===== config.mk =====
export PLATFORM = sky130hd
export DESIGN_NAME = lpddr2_port_arbiter
export DESIGN_NICKNAME = d
export VERILOG_FILES = /design/src/rtl/lpddr2_arb_pkg.sv /design/src/rtl/arb_track_fifo.sv /design/src/rtl/lpddr2_port_arbiter.sv
export SDC_FILE = /design/constraint.sdc
export NUM_CORES = 1
export LEC_CHECK = 0
export CAP_MARGIN = 15
export CORE_AREA = 10 10 108 110
export CTS_BUF_LIST = sky130_fd_sc_hd__clkbuf_4
export CTS_CLUSTER_DIAMETER = 80
export DETAILED_ROUTE_END_ITERATION = 10
export DIE_AREA = 0 0 118 120
export DONT_BUFFER_PORTS = 1
export GPL_TIMING_DRIVEN = 0
export MAX_ROUTING_LAYER = met4
export RECOVER_POWER = 25
export SYNTH_ARGS = -nofsm -noshare
export SYNTH_HDL_FRONTEND = slang
export SYNTH_HIERARCHICAL = 1
export SYNTH_SLANG_ARGS = --single-unit

===== constraint.sdc =====
create_clock -name iCLK -period 7 [get_ports iCLK]
set_input_delay 1.05 -clock iCLK [delete_from_list [all_inputs] [get_ports iCLK]]
set_output_delay 1.05 -clock iCLK [all_outputs]
set_load 0.03 [all_outputs]

===== src/rtl/lpddr2_arb_pkg.sv =====
// Shared types for the two-master LPDDR2 port arbiter: parameter defaults,
// master ids, FSM states and the read-tracking entry.
package lpddr2_arb_pkg;
    localparam int DEF_ADDR_W  = 27;
    localparam int DEF_DATA_W  = 32;
    localparam int DEF_BURST_W = 3;

    localparam logic ID_M0 = 1'b0;
    localparam logic ID_M1 = 1'b1;

    typedef enum logic {
        IDLE   = 1'b0,
        WBURST = 1'b1
    } state_t;

    typedef struct packed {
        logic                   id;
        logic [DEF_BURST_W-1:0] burstcount;
    } trk_t;
endpackage


===== src/rtl/arb_track_fifo.sv =====
// Read-tracking FIFO: one entry per accepted read (issuing master, burst length).
// A push is honoured while full if a pop happens in the same cycle.
module arb_track_fifo
    import lpddr2_arb_pkg::*;
#(
    parameter int DEPTH = 8
) (
    input  logic iCLK,
    input  logic iRST_n,
    input  logic i_push,
    input  trk_t i_din,
    input  logic i_pop,
    output trk_t o_head,
    output logic o_full,
    output logic o_empty
);
    localparam int AW = $clog2(DEPTH);

    trk_t        r_mem [DEPTH];
    logic [AW:0] r_wptr;
    logic [AW:0] r_rptr;
    logic        w_push;
    logic        w_pop;

    assign o_empty = (r_wptr == r_rptr);
    assign o_full  = (r_wptr[AW] != r_rptr[AW]) && (r_wptr[AW-1:0] == r_rptr[AW-1:0]);
    assign w_pop   = i_pop & ~o_empty;
    assign w_push  = i_push & (~o_full | w_pop);
    assign o_head  = r_mem[r_rptr[AW-1:0]];

    always_ff @(posedge iCLK or negedge iRST_n) begin
        if (!iRST_n) begin
            r_wptr <= '0;
            r_rptr <= '0;
        end else begin
            if (w_push) r_wptr <= r_wptr + 1'b1;
            if (w_pop)  r_rptr <= r_rptr + 1'b1;
        end
    end

    always_ff @(posedge iCLK) begin
        if (w_push) r_mem[r_wptr[AW-1:0]] <= i_din;
    end
endmodule


===== src/rtl/lpddr2_port_arbiter.sv =====
// Two-master arbiter in front of one LPDDR2 Avalon-MM port: zero-latency
// command forwarding, write-burst grant lock and read-return routing.
module lpddr2_port_arbiter
    import lpddr2_arb_pkg::*;
#(
    parameter int ADDR_W          = DEF_ADDR_W,
    parameter int DATA_W          = DEF_DATA_W,
    parameter int BURST_W         = DEF_BURST_W,
    parameter int MAX_OUTSTANDING = 8
) (
    input  logic               iCLK,
    input  logic               iRST_n,
    input  logic [ADDR_W-1:0]  m0_address,
    input  logic               m0_read,
    input  logic               m0_write,
    input  logic               m0_burstbegin,
    input  logic [BURST_W-1:0] m0_burstcount,
    input  logic [DATA_W-1:0]  m0_writedata,
    output logic               m0_waitrequest_n,
    output logic [DATA_W-1:0]  m0_readdata,
    output logic               m0_readdatavalid,
    input  logic               m0_urgent,
    input  logic [ADDR_W-1:0]  m1_address,
    input  logic               m1_read,
    input  logic               m1_write,
    input  logic               m1_burstbegin,
    input  logic [BURST_W-1:0] m1_burstcount,
    input  logic [DATA_W-1:0]  m1_writedata,
    output logic               m1_waitrequest_n,
    output logic [DATA_W-1:0]  m1_readdata,
    output logic               m1_readdatavalid,
    output logic [ADDR_W-1:0]  avl_address,
    output logic               avl_read,
    output logic               avl_write,
    output logic               avl_burstbegin,
    output logic [BURST_W-1:0] avl_burstcount,
    output logic [DATA_W-1:0]  avl_writedata,
    input  logic               avl_waitrequest_n,
    input  logic               avl_readdatavalid,
    input  logic [DATA_W-1:0]  avl_readdata,
    output logic               err_rdata
);
    state_t             r_state;
    logic               r_last;
    logic               r_lock;
    logic [BURST_W-1:0] r_wcnt;
    logic [BURST_W-1:0] r_rcnt;
    logic               r_err;

    trk_t               w_head;
    trk_t               w_push_ent;
    logic               w_full, w_empty, w_pop, w_push, w_rd_blk;
    logic               w_el0, w_el1, w_gnt_vld, w_gnt_id;
    logic               w_sel_rd, w_sel_wr, w_cmd, w_acc;
    logic [BURST_W-1:0] w_rcnt_nxt;

    // Pop is known combinationally, so a full FIFO only blocks a read if no slot frees this cycle.
    assign w_rcnt_nxt = r_rcnt + 1'b1;
    assign w_pop      = avl_readdatavalid & ~w_empty & (w_rcnt_nxt == w_head.burstcount);
    assign w_rd_blk   = w_full & ~w_pop;
    assign w_el0      = m0_write | (m0_read & ~w_rd_blk);
    assign w_el1      = m1_write | (m1_read & ~w_rd_blk);

    always_comb begin
        w_gnt_vld = 1'b1;
        w_gnt_id  = r_lock;
        if (r_state == IDLE) begin
            w_gnt_vld = w_el0 | w_el1;
            if (m0_urgent & w_el0)  w_gnt_id = ID_M0;
            else if (w_el0 & w_el1) w_gnt_id = ~r_last;
            else                    w_gnt_id = w_el0 ? ID_M0 : ID_M1;
        end
    end

    assign w_sel_rd       = w_gnt_id ? m1_read  : m0_read;
    assign w_sel_wr       = w_gnt_id ? m1_write : m0_write;
    assign avl_address    = w_gnt_id ? m1_address    : m0_address;
    assign avl_burstcount = w_gnt_id ? m1_burstcount : m0_burstcount;
    assign avl_writedata  = w_gnt_id ? m1_writedata  : m0_writedata;
    assign avl_read       = iRST_n & w_gnt_vld & (r_state == IDLE) & w_sel_rd & ~w_rd_blk;
    assign avl_write      = iRST_n & w_gnt_vld & w_sel_wr;
    assign avl_burstbegin = iRST_n & w_gnt_vld & (w_gnt_id ? m1_burstbegin : m0_burstbegin);

    assign w_cmd            = avl_read | avl_write;
    assign w_acc            = w_cmd & avl_waitrequest_n;
    assign m0_waitrequest_n = w_acc & (w_gnt_id == ID_M0);
    assign m1_waitrequest_n = w_acc & (w_gnt_id == ID_M1);

    assign m0_readdata      = avl_readdata;
    assign m1_readdata      = avl_readdata;
    assign m0_readdatavalid = iRST_n & avl_readdatavalid & ~w_empty & (w_head.id == ID_M0);
    assign m1_readdatavalid = iRST_n & avl_readdatavalid & ~w_empty & (w_head.id == ID_M1);
    assign err_rdata        = r_err;

    assign w_push            = avl_read & avl_waitrequest_n;
    assign w_push_ent.id         = w_gnt_id;
    assign w_push_ent.burstcount = avl_burstcount;

    arb_track_fifo #(.DEPTH(MAX_OUTSTANDING)) u_track (
        .iCLK    (iCLK),
        .iRST_n  (iRST_n),
        .i_push  (w_push),
        .i_din   (w_push_ent),
        .i_pop   (w_pop),
        .o_head  (w_head),
        .o_full  (w_full),
        .o_empty (w_empty)
    );

    always_ff @(posedge iCLK or negedge iRST_n) begin
        if (!iRST_n) begin
            r_state <= IDLE;
            r_last  <= ID_M1;
            r_lock  <= ID_M0;
            r_wcnt  <= '0;
        end else begin
            case (r_state)
                IDLE: if (w_acc) begin
                    if (avl_read || avl_burstcount == BURST_W'(1)) begin
                        r_last <= w_gnt_id;
                    end else begin
                        r_lock  <= w_gnt_id;
                        r_wcnt  <= avl_burstcount - 1'b1;
                        r_state <= WBURST;
                    end
                end
                WBURST: if (w_acc) begin
                    r_wcnt <= r_wcnt - 1'b1;
                    if (r_wcnt == BURST_W'(1)) begin
                        r_state <= IDLE;
                        r_last  <= r_lock;
                    end
                end
                default: r_state <= IDLE;
            endcase
        end
    end

    always_ff @(posedge iCLK or negedge iRST_n) begin
        if (!iRST_n) begin
            r_rcnt <= '0;
            r_err  <= 1'b0;
        end else if (avl_readdatavalid) begin
            if (w_empty) r_err  <= 1'b1;
            else         r_rcnt <= w_pop ? '0 : w_rcnt_nxt;
        end
    end
endmodule


* Word-level counts from Yosys, hierarchy flattened
Memory sizes are Yosys's and may differ from the RTL's.
Cells that the tools add are included.
** Word-level totals
- Register bits :: 18
- Memory bits (writable) :: 32
- Input port bits :: 167
- Output and inout port bits :: 134
- Word-level logic and storage cells :: 97
- Memories :: 1
** Memories
- u_track.r_mem :: words 8, width 4, read ports 1, clocked after Yosys merged registers in 0, write ports 1, RTL line arb_track_fifo.sv:19 : trk_t r_mem [DEPTH];
** Cells by class
- Add/subtract/negate cells :: 5
- Equality and inequality tests :: 11
- Muxes and demuxes :: 28
- Bitwise operators :: 37
- Reductions and logical operators :: 7
** Operator list (number)
- $mux 32 :: 1
- $mux 27 :: 1
- $and 1x1->1 :: 23
- $mux 1 :: 18
- $mux 3 :: 5
- $not 1->1 :: 9
- $add 4x1->4 const B :: 2
- $eq 3x1->1 const B :: 2
- $eq 3x3->1 :: 2
- $ne 2x1->1 const B :: 3
- $pmux 3 s2 :: 1
- $reduce_and 3->1 :: 2
- $sub 3x1->3 const B :: 2
- $or 1x1->1 :: 5
- $eq 4x4->1 :: 1
- $ne 2x2->1 const B :: 2
- $pmux 1 s2 :: 2
- $reduce_and 2->1 :: 2
- $reduce_and 4->1 :: 1
- $add 3x1->3 const B :: 1
- $logic_and 1x1->1 :: 1
- $logic_or 1x1->1 :: 1
- $ne 1x1->1 :: 1

* Depth between registers and ports, before layout
Gate-level depths: netlist of run 1.
- Depth in word-level cells :: 20
- Mapped depth :: 16
- Gate-level depth less buffers :: 14

* Modules after synthesis
Netlist of run 1, hierarchy kept.
** By module, submodules not included
- lpddr2_port_arbiter :: times used 1, cells each 380, area an instance 2263.4 um^2, sequential area each 251.5 um^2
- arb_track_fifo :: times used 1, cells each 104, area an instance 1820.5 um^2, sequential area each 1161.1 um^2

* Worst setup path after synthesis of run 1
OpenSTA, ideal clock, no wires.
- Path type :: register to output
- Start :: reg u_track.r_rptr[0]
- End :: out m0_waitrequest_n
- Arrival :: 3.242 ns
- Data required time :: 5.950 ns
- Setup slack :: 2.708 ns
- Stages on the path, launching flop included :: 12
- Buffers on the path :: 3
- Path through :: dfrtp_1 buf_4 mux4_2 mux2_2 xnor2_1 o41ai_4 a21boi_2 o21bai_1 buf_2 inv_2 buf_2 nor2_1
** RTL lines
- start, declared :: RTL line arb_track_fifo.sv:21 : logic [AW:0] r_rptr;
- start signal, assigned :: RTL line arb_track_fifo.sv:37 : if (w_pop) r_rptr <= r_rptr + 1'b1;
- end, declared :: RTL line lpddr2_port_arbiter.sv:19 : output logic m0_waitrequest_n,

==> results.md, run 1 <==
- Initial Util: 0.428
- Most common cell in the netlist: nand2_1
- Net Count, Synth: between 600 and 700
- Most used cell, CP: buf_2
- Crit start category: register
- FMAX: 188 MHz
- CTS Hold Buffers Added: 0
- Max_cap viols: 0
- Slew at the pin closest to its max-slew limit: just under 1 ns
- Seq/Total Area, Yosys: 0.346
- FP Rows: 36
- Pwr Total: 2.09 mW
- Period minus WS final: roughly 5.3 ns
- Inst Count DP: around 600
- FF-to-FF path depth: 12
- Clk buf depth: 2
- Synth area leaders: edfxtp_1, nand2_1, buf_4, dfrtp_1, mux4_2
- Post-CTS Setup Bufs: 0
- Post-synthesis xor/xnor area fraction: 0.0389
- RSZ-0062 raised after global routing: no
- Area Overhead vs Synth: 2.33%
- Post-Layout Cell Count: 631
- Layout Nets: 666
- Worst Clk Skew: between 0.007 and 0.008 ns
- Power per cell area: roughly 500 nW/µm²
- Reg clk slew, reported paths: 0.15 ns
- Chip width: 118 µm
- HPWL after DPL: 14700 µm
- Worst setup EP type: primary output
- Post-route setup TNS: 0 ns
- Main synth FF type: edfxtp_1
- Critical Path, Cell by Cell: buf_4 > mux4_2 > mux2_2 > xnor2_1 > o41ai_4 > nor3_1 > o21bai_1 > buf_2 > inv_2 > buf_2 > nor2_1
- Total grt overflow: 0
- Fraction of the mapped netlist area in adder cells: 0.0214
- Slack of the critical path: roughly 1.7 ns
- R2r startpoint: u_track/r_rptr[0]
- Synth Area in Compound Gates: 0.0999
- FILL cells: ~990
- Clock tree sinks: 50
- Critical Path AT: approximately 4.3 ns
- Avg Inst Size Synth: approximately 8.4 µm²
- Vias: 3354
- Dominant cell type by area after synthesis: edfxtp_1
- Tcrit/Tclk final: 0.762
- Critical path's top delay family: buffers and inverters
- Wire per inst: about 26 µm
- First-pass GRT wire length: between 20000 and 25000 µm
- Buf/Inv on CP: 4
- Setup CP Type: register to primary output
- RePlAce Congestion: approximately 0.93
- Post-synth ARST share: 0.360
- Synth top area share: 0.235
- FF+latch count, synth: 50
- Commonest cells post-synth: nand2_1, buf_4, edfxtp_1
- Post-Place Setup Slack: around 1.9 ns
- H-tree lvl count: 2
- Drt drc: 0
- Mux cell area share after synthesis: 0.0800
- Layout cell share with drive strength beyond 1: 0.178
- Core area: roughly 9500 µm²
- Worst min path class: primary input to async pin
- Vias/cell: between 5 and 6
- Die Ht: 120 µm
- Largest net degree at the start of global routing: 27
- Post_cts resized: 0
- Final hold vios: 0
- Post-synth EDFFs: 32
- Largest family of logic cells by synthesized area: simple AND/OR/NAND/NOR gates
- Vias in the first global route: ~3600
- DRT Wirelength: ~17000 µm
- Slowest-stage cell, CP: mux4_2
- CTS tree: built
- Setup-failing EPs final: 0
- Clock Tree Root: clkbuf_4
- Initial antenna violation count: 4
- Number of buffers added on ports: 0
- Die area: between 10000 and 15000 µm²
- Final Max Slew Viols: 0
- R2r setup slk: roughly 2.4 ns
- Fin util: 0.438
- Unique masters post-synth: 64
- CP required: about 6 ns
- Maximum vdd drop: between 0.2 and 0.25 mV
- CP max FO: 17
- Synth Cell Area: 4080 µm²
- 1st-iter DRT viols: 283
- Remaining antenna violation count: 0
- DR pass1 iterations: 4
- Simple-gate share of the synthesized area: 0.256
- Clock latency on the worst-skew pair: 0.37 ns
- Yosys warns: 6
- Status: completed
- Global-route usage over all layers: 0.223
- Cells after synthesis: between 400 and 500
- Io pins: about 300
- Max_slew headroom: 0.352
- Reg-to-Reg End: u_track/r_mem[1][1]
- Delay of the slowest critical-path stage: around 0.55 ns
- Leak: 1.80 nW
- CTS Buf Count: 5
## area by class of cell
cell class	instances	area [µm²]	share of cell area
tap	133	166	0.0398
multi-input combinational	336	2020	0.484
timing repair buffer	1	5.00	0.00120
clock buffer	5	37.5	0.00898
antenna	5	12.5	0.00299
sequential	50	1410	0.338
inverter	10	37.5	0.00898
buffer	88	465	0.111
clock inverter	3	21.3	0.00509
## layout by cell type (no fill, tap or decap), drive strengths merged, types with 4 or more instances in the layout
cell type and instances:
buf 42, clkbuf 52, dfrtp 17, diode 5
edfxtp 32, ha 7, inv 10, mux2 10
mux4 8, nand2 201, nand2b 6, nor2 18
nor3 8, nor4 5, o211ai 4, o21ai 10
o311ai 4, o31ai 4, xnor2 9
## cell families after synthesis
| kind of cell | count (synthesis) |
|---|---|
| and+or+nand+nor | 252 |
| xor gates and xnor gates | 13 |
| adders and majority gates | 7 |
| DFF | 50 |
| muxes | 21 |
| buffers and inverters | 98 |
| AOI/OAI and AO/OA | 43 |
## registers in the layout (all words and copies together) (netlist names)
name            cells
u_track/r_mem      32
u_track/r_rptr      4
u_track/r_wptr      4
r_rcnt              3
r_wcnt              3
err_rdata           1
r_last              1
r_lock              1
r_state             1
## per-layer routing
layer | vias up | global-route usage | wire, µm
met4 | 0 | 0.0804 | 478
met1 | 1582 | 0.228 | 5880
met3 | 23 | 0.0680 | 1240
met2 | 172 | 0.399 | 9090
li1 | 1577 | - | -
met5 | - | - | 0
## how the worst max path moves through the flow
stage	slack, ns	endpoint	cells after the start	startpoint
floorplan	2.71	m0_waitrequest_n	11	u_track/r_rptr[0]
global placement	1.99	u_track/r_mem[1][1]	11	u_track/r_rptr[0]
detailed placement	1.94	u_track/r_mem[1][1]	11	u_track/r_rptr[0]
CTS	1.61	m0_waitrequest_n	11	u_track/r_rptr[0]
global route	1.30	m0_waitrequest_n	11	u_track/r_rptr[0]
finish	1.67	m0_waitrequest_n	11	u_track/r_rptr[0]
## power breakdown
group          total (mW)  switching [mW]  internal, mW  leakage (nW)
Clock               0.136          0.0965        0.0395        0.0328
Sequential          0.432          0.0391         0.393         0.505
Combinational        1.52            1.14         0.375          1.26
## through the flow
| stage | instance area (µm²) | hold WS (ns) |
|---|---|---|
| 2_1_floorplan | 4080 | 0.503 |
| 5_1_grt | 4180 | 0.309 |
| 6_report | 4180 | 0.342 |
| 3_3_place_gp | 4250 | 0.523 |
| 4_1_cts | 4310 | 0.335 |
| 3_5_place_dp | 4250 | 0.524 |
Note: power is estimated with default switching activity, not from simulation.
==> run 2, diff against run 1 <==
==> constraint.sdc (replaced) <==
create_clock -name iCLK -period 5.5 [get_ports iCLK]
set_input_delay 0.825 -clock iCLK [delete_from_list [all_inputs] [get_ports iCLK]]
set_output_delay 0.825 -clock iCLK [all_outputs]
set_load 0.03 [all_outputs]
==> results of run 2 <==
The final DEF is identical to that of run 1. Status: completed.
Among the figures that moved: setup slack after placement 1.94 ns -> 0.444 ns; setup slack after layout 1.67 ns -> 0.393 ns; hold slack 0.342 ns -> 0.117 ns; register-to-register setup slack 2.40 ns -> 0.90 ns; total power 2.09 mW -> 2.66 mW; worst IR drop on VDD 0.244 mV -> 0.310 mV
==> run 3, diff against run 2 <==
--- a/config.mk
+++ b/config.mk
@@ -15,6 +15,7 @@
 export GPL_TIMING_DRIVEN = 0
 export MAX_ROUTING_LAYER = met4
 export RECOVER_POWER = 25
+export REMOVE_ABC_BUFFERS = 1
 export SYNTH_ARGS = -nofsm -noshare
 export SYNTH_HDL_FRONTEND = slang
 export SYNTH_HIERARCHICAL = 1
==> results.md, run 3 (synthesized netlist as in run 1, its figures left out) <==
- Status: completed
- CTS Buf Count: 5
- Slew at the pin closest to its max-slew limit: roughly 0.9 ns
- Vias/cell: 5.68
- Initial Util: 0.428
- CTS tree: built
- DR pass1 iterations: 5
- Clk buf depth: 2
- FP Rows: 36
- CTS Hold Buffers Added: 0
- CP required: 4.68 ns
- Worst min path class: primary input to async pin
- R2r setup slk: around 0.75 ns
- FMAX: 194 MHz
- Buf/Inv on CP: 2
- Delay of the slowest critical-path stage: roughly 0.64 ns
- Clock tree sinks: 50
- CP max FO: 70
- FILL cells: approximately 990
- Drt drc: 0
- DRT Wirelength: 14700 µm
- Switching pwr: roughly 1.5 mW
- Chip width: 118 µm
- Critical Path AT: about 4.3 ns
- Max_cap viols: 0
- Worst Clk Skew: about 0.014 ns
- Slowest-stage cell, CP: dfrtp_2
- Period minus WS final: 5.17 ns
- Max_slew headroom: 0.383
- FF-to-FF path depth: 13
- Maximum vdd drop: 0.536 mV
- Multi-input gate area: a little over 2000 µm²
- H-tree lvl count: 2
- Wire per inst: 27.2 µm
- Final Max Slew Viols: 0
- Tcrit/Tclk final: 0.939
- Reg clk slew, reported paths: approximately 0.15 ns
- RePlAce Congestion: around 0.89
- Gate power share: 0.680
- Remaining antenna violation count: 0
- Layout Nets: slightly below 600
- Sequential power share: 0.251
- Commonest non-fill, non-tap cell in the layout: nand2_1
- Final hold vios: 0
- Area Overhead vs Synth: -8.09%
- Largest net degree at the start of global routing: 71
- Register area: about 1400 µm²
- Commonest non-fill, non-tap cells in the layout: nand2_1, edfxtp_1, nor2_1, dfrtp_1, inv_1
- Vias in the first global route: 3217
- Critical path's top delay family: compound AO/OA/AOI/OAI gates
- Power share of the clock group: 0.069
- R2r startpoint: u_track/r_rptr[0]
- Setup-failing EPs final: 0
- Critical Path, Cell by Cell: mux4_2 > mux2_2 > xnor2_1 > o41ai_4 > nor3_1 > o21bai_4 > buf_12 > inv_6 > nand2_1 > a21oi_1
- P_int: about 1000 µW
- Global-route usage over all layers: 0.197
- Leak: 1.58 nW
- Power per cell area: between 600 and 700 nW/µm²
- First-pass GRT wire length: between 20000 and 25000 µm
- Clock latency on the worst-skew pair: roughly 0.36 ns
- Die area: 14200 µm²
- Reg-to-Reg End: r_wcnt[2]
- Layout cell share with drive strength beyond 1: 0.128
- Setup CP Type: register to primary output
- Total grt overflow: 0
- Worst setup EP type: primary output
- Initial antenna violation count: 1
- Vias: between 3000 and 4000
- Crit start category: register
- HPWL after DPL: about 13000 µm
- Fin util: 0.393
- RSZ-0062 raised after global routing: no
- Largest register FFs: 32
- Io pins: 301
- Placement Cell Area: between 3000 and 4000 µm²
- 1st-iter DRT viols: around 220
- Net Sw Frac: 0.610
- Number of buffers added on ports: 0
- Core area: between 9000 and 10000 µm²
- Clock Tree Root: clkbuf_4
- Fin area: about 3800 µm²
- Die Ht: 120 µm
run 3: changes by cell type in the layout (fill, tap and decap cells not counted), sizes merged:
cell / change
buf: -39
clkbuf: -46
clkinv: -2
diode: -4
inv: +1
run 3: repair_timing:
action,4_1_cts,5_1_grt
buffers inserted,0,0
gates resized for setup,2,1
setup endpoints to repair,61,1
run 3: metrics by stage:
stage | hold WS, ns | power [mW] | setup TNS [ns] | std cells | worst slack, ns
after global routing | 0.0937 | 2.69 | 0 | 541 | 0.0843
after global placement | 0.521 | 2.31 | -231.21 | 529 | -3.23
after detailed placement | 0.531 | 2.35 | -0.000349 | 532 | -0.000349
after CTS | 0.117 | 2.53 | 0 | 540 | 0.124
final | 0.128 | 2.50 | 0 | 541 | 0.334
after floorplan | 0.503 | 2.04 | -102.24 | 396 | -1.71
run 3: worst max-delay path by stage:
stage | start | end | depth (start not counted)
2_1_floorplan | u_track/r_rptr[0] | m0_waitrequest_n | 8
3_3_place_gp | u_track/r_rptr[0] | m0_waitrequest_n | 8
3_5_place_dp | u_track/r_rptr[0] | avl_burstbegin | 10
4_1_cts | u_track/r_rptr[0] | avl_burstbegin | 10
5_1_grt | u_track/r_rptr[0] | avl_burstbegin | 10
6_report | u_track/r_rptr[0] | avl_burstbegin | 10
run 3: area by class of cell:
class | count | area share
Sequential cell | 50 | 0.377
Tap cell | 133 | 0.0443
Clock buffer | 6 | 0.0120
Timing Repair Buffer | 3 | 0.00867
Clock inverter | 2 | 0.00367
Multi-Input combinational cell | 336 | 0.543
Antenna cell | 1 | 0.000667
Inverter | 10 | 0.0113
run 3: worst register-to-register path: cells and delay by family, from the launching register on:
family                   cells  cell delay (ns)
flip-flops                   1             0.64
adder cells (fa/ha/maj)      1             0.30
AO/OA/AOI/OAI                4             1.07
multiplexers                 4             1.64
buffers and inverters        1             0.28
XOR/XNOR                     1             0.20
AND/OR/NAND/NOR              2             0.48
run 3: power by group through the flow:
stage	Combinational (mW)	Clock [mW]	Sequential, mW
2_1_floorplan	1.44	0	0.601
3_3_place_gp	1.68	0	0.629
3_5_place_dp	1.72	0	0.636
4_1_cts	1.72	0.177	0.627
5_1_grt	1.85	0.195	0.645
6_report	1.70	0.173	0.627
run 3: per-layer routing:
metal | GRT usage | part of all wire
met5 | - | 0
met4 | 0.0247 | 0.0061
met3 | 0.111 | 0.13
met2 | 0.282 | 0.43
met1 | 0.243 | 0.43
